==> config.mk <==
export PLATFORM = sky130hd
export DESIGN_NAME = mem_lsu
export DESIGN_NICKNAME = d
export VERILOG_FILES = /design/src/rtl/eriscv_lsu_pkg.sv /design/src/rtl/mem_lsu_align.sv /design/src/rtl/mem_lsu.sv
export SDC_FILE = /design/constraint.sdc
export NUM_CORES = 1
export LEC_CHECK = 0
export BUFFER_PORTS_ARGS = -buffer_cell sky130_fd_sc_hd__buf_4
export CAP_MARGIN = 10
export CORE_MARGIN = 10
export CORE_UTILIZATION = 27
export CTS_BUF_LIST = sky130_fd_sc_hd__clkbuf_4 sky130_fd_sc_hd__clkbuf_8
export CTS_CLUSTER_DIAMETER = 80
export CTS_CLUSTER_SIZE = 30
export DETAILED_ROUTE_END_ITERATION = 6
export PLACE_DENSITY = 0.53
export SYNTH_ARGS = -nofsm -noshare
export SYNTH_HDL_FRONTEND = slang
export SYNTH_SLANG_ARGS = --single-unit
==> constraint.sdc <==
create_clock -name clk -period 2.4 [get_ports clk]
set_input_delay 0.12 -clock clk [delete_from_list [all_inputs] [get_ports clk]]
set_output_delay 0.12 -clock clk [all_outputs]
set_load 0.005 [all_outputs]
==> src/rtl/eriscv_lsu_pkg.sv <==
// Shared types, encodings and helpers for the Eriscv memory stage.
package eriscv_lsu_pkg;

  typedef enum logic [3:0] {
    OP_NONE = 4'd0,
    OP_LB   = 4'd1,
    OP_LH   = 4'd2,
    OP_LW   = 4'd3,
    OP_LD   = 4'd4,
    OP_LBU  = 4'd5,
    OP_LHU  = 4'd6,
    OP_LWU  = 4'd7,
    OP_SB   = 4'd8,
    OP_SH   = 4'd9,
    OP_SW   = 4'd10,
    OP_SD   = 4'd11
  } mem_op_e;

  typedef enum logic [1:0] {
    SZ_B = 2'd0,
    SZ_H = 2'd1,
    SZ_W = 2'd2,
    SZ_D = 2'd3
  } mem_size_e;

  typedef enum logic [1:0] {
    ST_IDLE = 2'd0,
    ST_REQ  = 2'd1,
    ST_WAIT = 2'd2
  } lsu_state_e;

  localparam logic [1:0] CAUSE_LD_MISALIGN = 2'd0;
  localparam logic [1:0] CAUSE_ST_MISALIGN = 2'd1;
  localparam logic [1:0] CAUSE_LD_FAULT    = 2'd2;
  localparam logic [1:0] CAUSE_ST_FAULT    = 2'd3;

  function automatic logic op_is_store(input mem_op_e op);
    return (op == OP_SB) || (op == OP_SH) || (op == OP_SW) || (op == OP_SD);
  endfunction

  function automatic logic op_is_load(input mem_op_e op);
    return (op == OP_LB) || (op == OP_LH) || (op == OP_LW) || (op == OP_LD) ||
           (op == OP_LBU) || (op == OP_LHU) || (op == OP_LWU);
  endfunction

  function automatic logic op_is_unsigned(input mem_op_e op);
    return (op == OP_LBU) || (op == OP_LHU) || (op == OP_LWU);
  endfunction

  // Doubleword ops and LWU exist only on a 64-bit datapath.
  function automatic logic op_is_mem(input mem_op_e op, input logic is_64);
    return (op_is_load(op) || op_is_store(op)) &&
           (is_64 || !((op == OP_LD) || (op == OP_SD) || (op == OP_LWU)));
  endfunction

  function automatic mem_size_e op_size(input mem_op_e op);
    case (op)
      OP_LB, OP_LBU, OP_SB: return SZ_B;
      OP_LH, OP_LHU, OP_SH: return SZ_H;
      OP_LW, OP_LWU, OP_SW: return SZ_W;
      default:              return SZ_D;
    endcase
  endfunction

  function automatic logic is_misaligned(input mem_size_e sz, input logic [2:0] off);
    case (sz)
      SZ_B:    return 1'b0;
      SZ_H:    return off[0];
      SZ_W:    return |off[1:0];
      default: return |off;
    endcase
  endfunction

endpackage

==> src/rtl/mem_lsu_align.sv <==
// Store lane shifter / byte-enable generator and load lane extractor / extender.
module lsu_align
  import eriscv_lsu_pkg::*;
#(
  parameter int unsigned XLEN = 32
) (
  input  mem_size_e                    st_size_i,
  input  logic [$clog2(XLEN/8)-1:0]    st_off_i,
  input  logic [XLEN-1:0]              st_data_i,
  output logic [XLEN/8-1:0]            st_be_o,
  output logic [XLEN-1:0]              st_wdata_o,
  input  mem_size_e                    ld_size_i,
  input  logic [$clog2(XLEN/8)-1:0]    ld_off_i,
  input  logic                         ld_unsigned_i,
  input  logic [XLEN-1:0]              ld_rdata_i,
  output logic [XLEN-1:0]              ld_data_o
);

  localparam int unsigned BW = XLEN / 8;

  logic [BW-1:0]   size_mask;
  logic [XLEN-1:0] ld_shifted;
  logic [XLEN-1:0] keep_mask;
  logic            msb;

  // Store side: size mask and data moved up to the addressed byte lane.
  always_comb begin
    size_mask = '0;
    case (st_size_i)
      SZ_B:    size_mask = BW'(8'h01);
      SZ_H:    size_mask = BW'(8'h03);
      SZ_W:    size_mask = BW'(8'h0F);
      default: size_mask = BW'(8'hFF);
    endcase
    st_be_o    = size_mask << st_off_i;
    st_wdata_o = st_data_i << {st_off_i, 3'b000};
  end

  // Load side: bring the lane down to bit 0, then sign- or zero-extend.
  always_comb begin
    ld_shifted = ld_rdata_i >> {ld_off_i, 3'b000};
    keep_mask  = '1;
    msb        = ld_shifted[XLEN-1];
    case (ld_size_i)
      SZ_B: begin
        keep_mask = XLEN'({8{1'b1}});
        msb       = ld_shifted[7];
      end
      SZ_H: begin
        keep_mask = XLEN'({16{1'b1}});
        msb       = ld_shifted[15];
      end
      SZ_W: begin
        keep_mask = XLEN'({32{1'b1}});
        msb       = ld_shifted[31];
      end
      default: begin
        keep_mask = '1;
        msb       = ld_shifted[XLEN-1];
      end
    endcase
    ld_data_o = (ld_shifted & keep_mask) | ((msb & ~ld_unsigned_i) ? ~keep_mask : '0);
  end

endmodule

==> src/rtl/mem_lsu.sv <==
// Eriscv memory stage: register slice for ALU results, req/gnt/rvalid bus master for loads/stores.
module mem_lsu
  import eriscv_lsu_pkg::*;
#(
  parameter int unsigned XLEN       = 32,
  parameter int unsigned REG_ADDR_W = 5,
  parameter int unsigned MAX_WAIT   = 255
) (
  input  logic                  clk,
  input  logic                  rst,
  input  logic                  ex_valid_i,
  output logic                  ex_ready_o,
  input  logic [3:0]            ex_mem_op_i,
  input  logic [REG_ADDR_W-1:0] ex_reg_waddr_i,
  input  logic                  ex_reg_we_i,
  input  logic [XLEN-1:0]       ex_reg_wdata_i,
  input  logic [XLEN-1:0]       ex_store_data_i,
  output logic                  dmem_req_o,
  input  logic                  dmem_gnt_i,
  output logic                  dmem_we_o,
  output logic [XLEN/8-1:0]     dmem_be_o,
  output logic [XLEN-1:0]       dmem_addr_o,
  output logic [XLEN-1:0]       dmem_wdata_o,
  input  logic                  dmem_rvalid_i,
  input  logic [XLEN-1:0]       dmem_rdata_i,
  input  logic                  dmem_err_i,
  output logic                  wb_valid_o,
  output logic [REG_ADDR_W-1:0] wb_reg_waddr_o,
  output logic                  wb_reg_we_o,
  output logic [XLEN-1:0]       wb_reg_wdata_o,
  output logic                  exc_valid_o,
  output logic [1:0]            exc_cause_o,
  output logic [XLEN-1:0]       exc_addr_o
);

  localparam int unsigned BW    = XLEN / 8;
  localparam int unsigned OFFW  = $clog2(BW);
  localparam int unsigned CNT_W = $clog2(MAX_WAIT + 1);
  localparam logic        IS_64 = (XLEN == 64);

  lsu_state_e            state_q;
  mem_op_e               op_q;
  logic [REG_ADDR_W-1:0] rd_q;
  logic                  we_q;
  logic [XLEN-1:0]       addr_q;
  logic [CNT_W-1:0]      cnt_q;

  logic                  dmem_req_q;
  logic                  dmem_we_q;
  logic [BW-1:0]         dmem_be_q;
  logic [XLEN-1:0]       dmem_addr_q;
  logic [XLEN-1:0]       dmem_wdata_q;
  logic                  wb_valid_q;
  logic [REG_ADDR_W-1:0] wb_reg_waddr_q;
  logic                  wb_reg_we_q;
  logic [XLEN-1:0]       wb_reg_wdata_q;
  logic                  exc_valid_q;
  logic [1:0]            exc_cause_q;
  logic [XLEN-1:0]       exc_addr_q;

  mem_op_e         ex_op;
  logic            ex_is_mem;
  logic            ex_is_store;
  logic            ex_misal;
  logic [BW-1:0]   al_be;
  logic [XLEN-1:0] al_wdata;
  logic [XLEN-1:0] al_ld_data;
  logic            op_q_store;

  assign ex_op       = mem_op_e'(ex_mem_op_i);
  assign ex_is_mem   = op_is_mem(ex_op, IS_64);
  assign ex_is_store = op_is_store(ex_op);
  assign ex_misal    = is_misaligned(op_size(ex_op), ex_reg_wdata_i[2:0]);
  assign op_q_store  = op_is_store(op_q);

  lsu_align #(
    .XLEN (XLEN)
  ) u_align (
    .st_size_i     (op_size(ex_op)),
    .st_off_i      (ex_reg_wdata_i[OFFW-1:0]),
    .st_data_i     (ex_store_data_i),
    .st_be_o       (al_be),
    .st_wdata_o    (al_wdata),
    .ld_size_i     (op_size(op_q)),
    .ld_off_i      (addr_q[OFFW-1:0]),
    .ld_unsigned_i (op_is_unsigned(op_q)),
    .ld_rdata_i    (dmem_rdata_i),
    .ld_data_o     (al_ld_data)
  );

  // Stage FSM: accept in IDLE, hold the bus request in REQ, collect the response in WAIT.
  always_ff @(posedge clk) begin
    if (rst) begin
      state_q        <= ST_IDLE;
      op_q           <= OP_NONE;
      rd_q           <= '0;
      we_q           <= 1'b0;
      addr_q         <= '0;
      cnt_q          <= '0;
      dmem_req_q     <= 1'b0;
      dmem_we_q      <= 1'b0;
      dmem_be_q      <= '0;
      dmem_addr_q    <= '0;
      dmem_wdata_q   <= '0;
      wb_valid_q     <= 1'b0;
      wb_reg_waddr_q <= '0;
      wb_reg_we_q    <= 1'b0;
      wb_reg_wdata_q <= '0;
      exc_valid_q    <= 1'b0;
      exc_cause_q    <= '0;
      exc_addr_q     <= '0;
    end else begin
      wb_valid_q  <= 1'b0;
      exc_valid_q <= 1'b0;
      case (state_q)
        ST_IDLE: begin
          if (ex_valid_i) begin
            if (!ex_is_mem) begin
              wb_valid_q     <= 1'b1;
              wb_reg_waddr_q <= ex_reg_waddr_i;
              wb_reg_we_q    <= ex_reg_we_i;
              wb_reg_wdata_q <= ex_reg_wdata_i;
            end else if (ex_misal) begin
              wb_valid_q     <= 1'b1;
              wb_reg_waddr_q <= ex_reg_waddr_i;
              wb_reg_we_q    <= 1'b0;
              exc_valid_q    <= 1'b1;
              exc_cause_q    <= ex_is_store ? CAUSE_ST_MISALIGN : CAUSE_LD_MISALIGN;
              exc_addr_q     <= ex_reg_wdata_i;
            end else begin
              op_q         <= ex_op;
              rd_q         <= ex_reg_waddr_i;
              we_q         <= ex_reg_we_i;
              addr_q       <= ex_reg_wdata_i;
              dmem_req_q   <= 1'b1;
              dmem_we_q    <= ex_is_store;
              dmem_be_q    <= al_be;
              dmem_addr_q  <= {ex_reg_wdata_i[XLEN-1:OFFW], {OFFW{1'b0}}};
              dmem_wdata_q <= al_wdata;
              state_q      <= ST_REQ;
            end
          end
        end
        ST_REQ: begin
          if (dmem_gnt_i) begin
            dmem_req_q <= 1'b0;
            cnt_q      <= '0;
            state_q    <= ST_WAIT;
          end
        end
        ST_WAIT: begin
          if (dmem_rvalid_i || (cnt_q == CNT_W'(MAX_WAIT - 1))) begin
            state_q        <= ST_IDLE;
            wb_valid_q     <= 1'b1;
            wb_reg_waddr_q <= rd_q;
            if (!dmem_rvalid_i || dmem_err_i) begin
              // Bus error and response timeout raise the same access fault.
              wb_reg_we_q <= 1'b0;
              exc_valid_q <= 1'b1;
              exc_cause_q <= op_q_store ? CAUSE_ST_FAULT : CAUSE_LD_FAULT;
              exc_addr_q  <= addr_q;
            end else if (op_q_store) begin
              wb_reg_we_q <= 1'b0;
            end else begin
              wb_reg_we_q    <= we_q;
              wb_reg_wdata_q <= al_ld_data;
            end
          end else begin
            cnt_q <= cnt_q + CNT_W'(1);
          end
        end
        default: state_q <= ST_IDLE;
      endcase
    end
  end

  assign ex_ready_o     = (state_q == ST_IDLE);
  assign dmem_req_o     = dmem_req_q;
  assign dmem_we_o      = dmem_we_q;
  assign dmem_be_o      = dmem_be_q;
  assign dmem_addr_o    = dmem_addr_q;
  assign dmem_wdata_o   = dmem_wdata_q;
  assign wb_valid_o     = wb_valid_q;
  assign wb_reg_waddr_o = wb_reg_waddr_q;
  assign wb_reg_we_o    = wb_reg_we_q;
  assign wb_reg_wdata_o = wb_reg_wdata_q;
  assign exc_valid_o    = exc_valid_q;
  assign exc_cause_o    = exc_cause_q;
  assign exc_addr_o     = exc_addr_q;

endmodule
==> metrics.md, run 1 <==
| Metric | Value |
|---|---|
| M1 GR Usage | `22.3%` |
| Tot Pwr | `6660 uW` |
| Number of synthesized flops with an enable pin | `0` |
| Post-synthesis mux area share | `10.7%` |
| Reg-to-reg endpoint | `cnt_q[7]` |
| Most common flop cell mapped by yosys | `dfxtp_1` |
| Max Freq | `0.439 GHz` |
| CP max FO | `32` |
| Slowest-stage cell, CP | `dlygate4sd3_1` |
| Most common cell on crit path | `dlygate4sd3_1` |
| Shortest period the worst path allows | `2.28 ns` |
| Post-Synth Adder-Cell Area | `0.849%` |
| Most common cell after layout, fill and taps aside | `buf_4` |
| Sequential area share after synthesis | `37.6%` |
| Number of I/O port buffers | `254` |
| CP required | `2.81 ns` |
| Worst skew pair latency | `0.47 ns` |
| Largest family of logic cells by synthesized area | `compound AO/OA/AOI/OAI gates` |
| Startpoint Class | `input port` |
| Cell Area, Synth | `8850 um2` |
| CTS buffer count | `17` |
| Placement Rows | `66` |
| Synthesized area per cell | `8.86 um2` |
| Post-Syn Instances | `998` |
| Slew HR | `45.7%` |
| RSZ-0062 raised after global routing | `false` |
| Synthesis Warnings | `0` |
| Die Area | `40400 um2` |
| Synth Area in Simple Gates | `16.7%` |
| Setup Skew | `0.0269 ns` |
| Post-Synth XOR/XNOR Area | `0.693%` |
| Diodes inserted | `0` |
| Yosys cell types | `66` |
| Initial core utilization | `27.3%` |
| Max-slew violation count | `0` |
| Max incr delay on CP | `0.57 ns` |
| DRT Pass-1 Iters | `7` |
| Cell family with most CP delay | `buffers and inverters` |
| Vias in the first global route | `8811` |
| Placed cell area | `11100 um2` |
| Core Area | `32500 um2` |
| Commonest cells after routing, fill and taps aside | `buf_4, dfxtp_1, nand2_1` |
| Final #Nets | `1354` |
| Wirelength per Cell | `21.9 um` |
| Actual slew at the worst max-slew pin | `0.809 ns` |
| Fraction of registers with async set/reset | `0%` |
| I/O pin count | `257` |
| Post-DP HPWL | `26.8 mm` |
| Outcome | `finished, final reports clean` |
| Levels on crit path | `9` |
| Total number of vias | `8817` |
| Critical Path Source | `ex_mem_op_i[2]` |
| Worst reg-to-reg path cell count | `6` |
| Worst path buffer plus inverter count | `4` |
| Clk pin slew, worst setup/hold paths | `0.12 ns` |
| Top Usage Layer GRT | `met2` |
| GRT Resource Usage Total | `17.6%` |
| Largest net degree at the start of global routing | `54` |
| PD cells | `553 nW/um2` |
| Min-delay worst type | `in -> reg` |
| Drt via density | `5.21` |
| Worst vdd ir | `0.348 mV` |
| Layout cell share with drive strength beyond 1 | `31.8%` |
| CTS Sinks | `166` |
| Reg-to-Reg Start | `state_q[1]` |
| Crit path capture | `state_q[0]` |
| Fin crit share | `95.0%` |
| Clock root cell | `clkbuf_8` |
| Die height | `201 um` |
| DRT iter0 DRCs | `543` |
| Fillers | `3347` |
| CTS tree | `done` |
| Longest Clk Path Bufs | `2` |
| GR Util met2 | `27.9%` |
| GR Util met3 | `5.83%` |
| Final setup violation count | `0` |
| TNS Setup | `0 ns` |
| Die X-Extent | `201 um` |
| First-pass GRT wire length | `55.7 mm` |
| Design Area, Final | `12000 um2` |
| ANT nets after route | `0` |
| Reg2Reg Setup Slack | `0.35 ns` |
| Final wirelength | `37.1 mm` |
| Worst-path cell chain | `dlygate4sd3_1, buf_4, nand2b_2, o21ai_4, a21o_2, buf_12, nand4b_1, a211oi_1, dlygate4sd3_1` |
| Maxcap violations | `0` |
| Seq cells post-synth | `166` |
| Gr ovfl total | `0` |
| Complex-gate fraction of the synthesized area | `25.1%` |
| Area Overhead vs Synth | `36.0%` |
| Worst path arrival time | `2.69 ns` |
| Placer congestion estimate | `0.859` |
| Critical path class | `in -> reg` |
| Initial antenna violation count | `1` |
| DRC | `0` |
| Worst setup EP type | `register` |
| Hold Vio Cnt, Final | `0` |
| LEAKAGE | `0.00478 uW` |
| Htree depth | `4` |
## sequential cells by signal, indices dropped and copies added (netlist names), 2 cells and up
name and count:
dmem_wdata_o 32, state_q 2, wb_reg_waddr_o 5, wb_reg_wdata_o 32
dmem_be_o 4, exc_addr_o 32, addr_q 32, exc_cause_o 2
op_q 4, cnt_q 8, u_align.ld_size_i 2, rd_q 5
## metrics by stage
stage | worst slack [ns] | cells | hold WS [ns] | utilization, %
4_1_cts | 0.0629 | 1690 | 0.00541 | 37.0
3_5_place_dp | 0.0405 | 1607 | 0.404 | 34.2
6_report | 0.121 | 1691 | 0.0318 | 37.1
3_3_place_gp | 0.0914 | 1607 | 0.397 | 34.2
5_1_grt | 0.0203 | 1691 | 0.0117 | 37.1
2_1_floorplan | 0.366 | 999 | 0.262 | -
## worst register-to-register path, stage by stage (launching register included)
cell       delay, ns
dfxtp_1         0.57
nor2b_1         0.22
buf_4           0.20
o211ai_2        0.19
a2111oi_1       0.52
xnor2_1         0.17
nor2_1          0.06
## worst min path at each step
| stage | start | endpoint | depth (start not counted) |
|---|---|---|---|
| 3_5_place_dp | ex_store_data_i[7] | dmem_wdata_o[7] | 3 |
| 6_report | dmem_rdata_i[30] | wb_reg_wdata_o[30] | 4 |
| 3_3_place_gp | ex_store_data_i[1] | dmem_wdata_o[1] | 3 |
| 4_1_cts | dmem_rdata_i[30] | wb_reg_wdata_o[30] | 4 |
| 2_1_floorplan | ex_store_data_i[0] | dmem_wdata_o[0] | 2 |
| 5_1_grt | dmem_rdata_i[30] | wb_reg_wdata_o[30] | 4 |
## cell type report
| class | instances | area (um2) | area share [%] |
|---|---|---|---|
| clock buffer | 18 | 248 | 2.06 |
| timing repair buffer | 351 | 2880 | 23.9 |
| inverter | 10 | 37.5 | 0.312 |
| multi-input combinational | 690 | 4840 | 40.2 |
| clock inverter | 14 | 161 | 1.34 |
| tap | 442 | 553 | 4.59 |
| sequential | 166 | 3320 | 27.6 |
## kinds of logic (layout without fill, tap and decap cells)
| kind of cell | after synthesis | after routing |
|---|---|---|
| AOI/OAI and AO/OA | 284 | 284 |
| xor gates and xnor gates | 7 | 7 |
| adders and majority gates | 6 | 6 |
| buffers and inverters | 143 | 393 |
| DFF | 166 | 166 |
| muxes | 90 | 90 |
| other | 1 | 2 |
| and+or+nand+nor | 301 | 301 |
## report_power, final
group / switching (uW) / internal (uW) / leakage (uW)
combinational: 852 / 701 / 0.00323
sequential: 101 / 2900 / 0.00135
clock: 1290 / 813 / 0.000202
## layer usage
| metal | vias up | wire (um) |
|---|---|---|
| met5 | - | 13 |
| met4 | 2 | 638 |
| met3 | 38 | 3120 |
| met2 | 350 | 16900 |
| met1 | 4262 | 16500 |
| li1 | 4165 | - |
## cells in the mapped netlist, types with 9 or more instances
cell type | number | share of area [%]
buf_4 | 42 | 3.6
a21oi_1 | 58 | 3.3
nand2_1 | 95 | 4.0
a221oi_2 | 21 | 3.6
mux2_2 | 18 | 2.3
a221oi_1 | 25 | 2.5
mux2i_1 | 62 | 7.0
nand4_1 | 44 | 3.1
o31ai_1 | 42 | 3.6
inv_1 | 10 | 0.42
nor3_1 | 24 | 1.4
a32o_1 | 17 | 1.9
nand2b_1 | 23 | 1.6
buf_2 | 28 | 1.6
nor2_1 | 70 | 3.0
clkbuf_1 | 55 | 2.3
nor2b_1 | 16 | 1.1
mux2_1 | 9 | 1.1
dfxtp_1 | 166 | 38
a211oi_1 | 21 | 1.8
o21ai_0 | 35 | 2.0
o211ai_1 | 11 | 0.93
a31oi_1 | 10 | 0.71
## repair_timing
action	CTS	global route
hold endpoints to repair	63	0
hold buffers	51	0
setup buffers	0	1
endpoints found under the setup margin	0	1
resized for setup	0	2
No activity file was read; power rests on OpenSTA's default activity.
==> run 2, diff against run 1 <==
--- a/config.mk
+++ b/config.mk
@@ -5,6 +5,7 @@
 export SDC_FILE = /design/constraint.sdc
 export NUM_CORES = 1
 export LEC_CHECK = 0
+export ABC_AREA = 1
 export BUFFER_PORTS_ARGS = -buffer_cell sky130_fd_sc_hd__buf_4
 export CAP_MARGIN = 10
 export CORE_MARGIN = 10
@@ -13,7 +14,7 @@
 export CTS_CLUSTER_DIAMETER = 80
 export CTS_CLUSTER_SIZE = 30
 export DETAILED_ROUTE_END_ITERATION = 6
-export PLACE_DENSITY = 0.53
+export PLACE_DENSITY = 0.54
 export SYNTH_ARGS = -nofsm -noshare
 export SYNTH_HDL_FRONTEND = slang
 export SYNTH_SLANG_ARGS = --single-unit
==> run 2 against run 1 <==
Routed wire length shrank 12%. Global-route usage shrank 1.1 points. Combinational power shrank 10%. Register-to-register slack gained 0.03 ns. Clock power shrank 4%. Utilization shrank 0.25 points. Count of clock-buffer cells in the layout is the same. Critical path type is now reg -> reg. Worst setup slack gained 0.26 ns. Final area shrank 6.6%.
==> metrics.md, run 2 <==
| Metric | Value |
|---|---|
| Longest Clk Path Bufs | `2 (unchanged)` |
| Hold slack | `0.0430 ns (+0.0112 ns)` |
| Max incr delay on CP | `0.41 ns (-0.16 ns)` |
| Synthesized area per cell | `6.82 um2 (-23%)` |
| Max-slew violation count | `0 (unchanged)` |
| PD cells | `572 nW/um2 (+3.5%)` |
| ANT nets after route | `0 (unchanged)` |
| Vias in the first global route | `8654 (-1.8%)` |
| Hold Path End | `dmem_wdata_o[13]` |
| Shortest period the worst path allows | `2.02 ns (-0.261 ns)` |
| Largest net degree at the start of global routing | `83 (+54%)` |
| Sequential area share after synthesis | `40.0% (+2.4 points)` |
| Total number of vias | `8735 (-0.93%)` |
| Worst path buffer plus inverter count | `1 (-3)` |
| Clock root cell | `clkbuf_8` |
| CTS tree | `done` |
| Most common cell after layout, fill and taps aside | `buf_4` |
| Min-delay src | `ex_store_data_i[13]` |
| Die Area | `38200 um2 (-5.4%)` |
| TNS Setup | `0 ns (unchanged)` |
| Synth top cells by count | `nand2_1, dfxtp_1, o21ai_0` |
| Placed cell area | `10300 um2 (-6.8%)` |
| Hold depth | `5 (+1)` |
| Die X-Extent | `196 um (-2.7%)` |
| Maxcap violations | `0 (unchanged)` |
| Cell family with most CP delay | `simple AND/OR/NAND/NOR gates` |
| Wirelength per Cell | `17.5 um (-20%)` |
| LEAKAGE | `0.00513 uW (+7.2%)` |
| Max Freq | `0.496 GHz (+13%)` |
| Most common flop cell mapped by yosys | `dfxtp_1` |
| Hold Vio Cnt, Final | `0 (unchanged)` |
| Die height | `196 um (-2.7%)` |
| Placer congestion estimate | `0.864 (+0.61%)` |
| Commonest cells after routing, fill and taps aside | `buf_4, nand2_1, dfxtp_1` |
| Post-Syn Instances | `1220 (+22%)` |
| Design Area, Final | `11200 um2 (-6.6%)` |
| Number of synthesized flops with an enable pin | `0 (unchanged)` |
| CTS Sinks | `166 (unchanged)` |
| Actual slew at the worst max-slew pin | `0.640 ns (-0.170 ns)` |
| Worst skew pair latency | `0.47 ns (about the same)` |
| Synthesis Warnings | `0 (unchanged)` |
| Worst setup margin | `0.382 ns (+0.261 ns)` |
| Yosys cell types | `38 (-42%)` |
| Post-CTS Setup Inserts | `0 (unchanged)` |
| Final wirelength | `32.7 mm (-12%)` |
| CP max FO | `16 (-50%)` |
| Worst-path cell chain | `inv_1, o211ai_1, nand2_1, nand3_1, nand3_1, nand3_2, o31ai_1, nand2_1, a21oi_1` |
| Drt via density | `4.67 (-10%)` |
| Cell Area, Synth | `8320 um2 (-6.0%)` |
| I/O pin count | `257 (unchanged)` |
| Post-DP HPWL | `24.9 mm (-7.1%)` |
| Top cells by area, synth | `dfxtp_1, nand2_1, o21ai_0` |
| Area Overhead vs Synth | `35.1%` |
| Share of the synthesized area in the top cell type | `40.0% (+2.4 points)` |
| Final #Nets | `1575 (+16%)` |
| Core Area | `30500 um2 (-6.0%)` |
| Reg-to-Reg Start | `addr_q[1]` |
| Reg2Reg Setup Slack | `0.38 ns (+0.03 ns)` |
| Critical path class | `reg -> reg` |
| Layout cell share with drive strength beyond 1 | `22.9% (-8.9 points)` |
| Initial antenna violation count | `3 (+2)` |
| Fraction of registers with async set/reset | `0% (unchanged)` |
| Initial core utilization | `27.3% (about the same)` |
| Worst slack, placed | `0.232 ns (+0.191 ns)` |
| Slew HR | `56.9% (+11 points)` |
| Most common cell in the netlist | `nand2_1` |
| Worst vdd ir | `0.275 mV (-21%)` |
| DRT iter0 DRCs | `512 (-5.7%)` |
| Number of I/O port buffers | `254 (unchanged)` |
| Synth area leader | `dfxtp_1` |
| Seq cells post-synth | `166 (unchanged)` |
| Final setup violation count | `0 (unchanged)` |
| Htree depth | `4 (unchanged)` |
| GRT Resource Usage Total | `16.5% (-1.1 points)` |
| Worst path arrival time | `2.43 ns (-0.26 ns)` |
| CTS buffer count | `17 (unchanged)` |
| Setup Skew | `0.0176 ns (-0.00923 ns)` |
| Gr ovfl total | `0 (unchanged)` |
| RSZ-0062 raised after global routing | `false` |
| First-pass GRT wire length | `50.0 mm (-10%)` |
| Placement Rows | `64 (-3.0%)` |
| Fin crit share | `84.1% (-11 points)` |
| Clk pin slew, worst setup/hold paths | `0.10 ns (-0.02 ns)` |
| Reg-to-reg endpoint | `wb_reg_wdata_o[26]` |
| Worst reg-to-reg path cell count | `9 (+3)` |
| Slowest-stage cell, CP | `inv_1` |
| DRT Pass-1 Iters | `5 (-2)` |
| DRC | `0 (unchanged)` |
| CP required | `2.81 ns (about the same)` |
| Min-delay worst type | `in -> reg` |
| Worst setup EP type | `register` |
| Startpoint Class | `register` |
| Final Util | `36.8% (-0.25 points)` |
| Outcome | `finished, final reports clean` |
[run 2: changes by cell type in the layout (fill, tap and decap cells not counted), sizes merged, moves of 60 or more]
| cell | change |
|---|---|
| a21oi | +77 |
| inv | +119 |
| mux2i | -60 |
| nand2 | +167 |
| nand3 | +61 |
| o21ai | +108 |
[run 2: kinds of logic after synthesis]
logic type	after synthesis	share of synthesized area [%]
AND/OR/NAND/NOR	467	23.1
buffers and inverters	237	13.2
multiplexers	2	0.241
other	1	0.0451
AO/OA/AOI/OAI	339	22.4
flip-flops	166	40.0
adder cells (fa/ha/maj)	6	0.903
XOR/XNOR	2	0.211
[run 2: final cells by class]
class / count / area [um2]
antenna: 4 / 10.0
clock buffer: 18 / 248
fill: 3262 / 19300
timing repair buffer: 326 / 2650
multi-input combinational: 818 / 3910
tap: 396 / 495
clock inverter: 14 / 124
inverter: 128 / 480
sequential: 166 / 3320
[run 2: worst max path at each step]
| stage | from | endpoint | slack, ns | cells past startpoint |
|---|---|---|---|---|
| 2_1_floorplan | ex_mem_op_i[0] | wb_reg_wdata_o[27] | 0.71 | 14 |
| 3_3_place_gp | ex_mem_op_i[0] | dmem_wdata_o[26] | 0.32 | 15 |
| 3_5_place_dp | ex_mem_op_i[0] | dmem_wdata_o[26] | 0.23 | 15 |
| 4_1_cts | state_q[0] | dmem_be_o[2] | 0.37 | 8 |
| 5_1_grt | state_q[1] | exc_addr_o[5] | 0.15 | 11 |
| 6_report | addr_q[1] | wb_reg_wdata_o[26] | 0.38 | 9 |
[run 2: power breakdown]
group / internal [uW] / total [uW] / switching [uW]
Clock: 856 / 2010 / 1150
Sequential: 2930 / 3030 / 105
Combinational: 628 / 1390 / 760
[run 2: worst register-to-register path, delay by kind of cell (launching register included)]
family,cells,cell delay (ns)
DFF,1,0.37
and+or+nand+nor,5,0.68
AOI/OAI and AO/OA,3,0.51
buffers and inverters,1,0.41
[run 2: repair_timing]
item                      CTS  global route
gates resized for setup     0             0
hold buffers               51             0
hold endpoints to repair   73             0
[run 2: layer usage]
metal,vias up,track usage [%],part of all wire [%],wire length [um]
li1,4416,-,-,-
met1,4014,19.6,41,13500
met2,277,27.6,48,15700
met3,28,5.67,8.8,2870
met4,0,4.52,1.6,537
met5,-,0,0,0
[run 2: stage by stage]
stage / cells / total power [uW]
CTS: 1866 / 6530
detailed placement: 1783 / 4430
global route: 1869 / 6790
global placement: 1783 / 4420
finish: 1870 / 6430
floorplan: 1221 / 3760
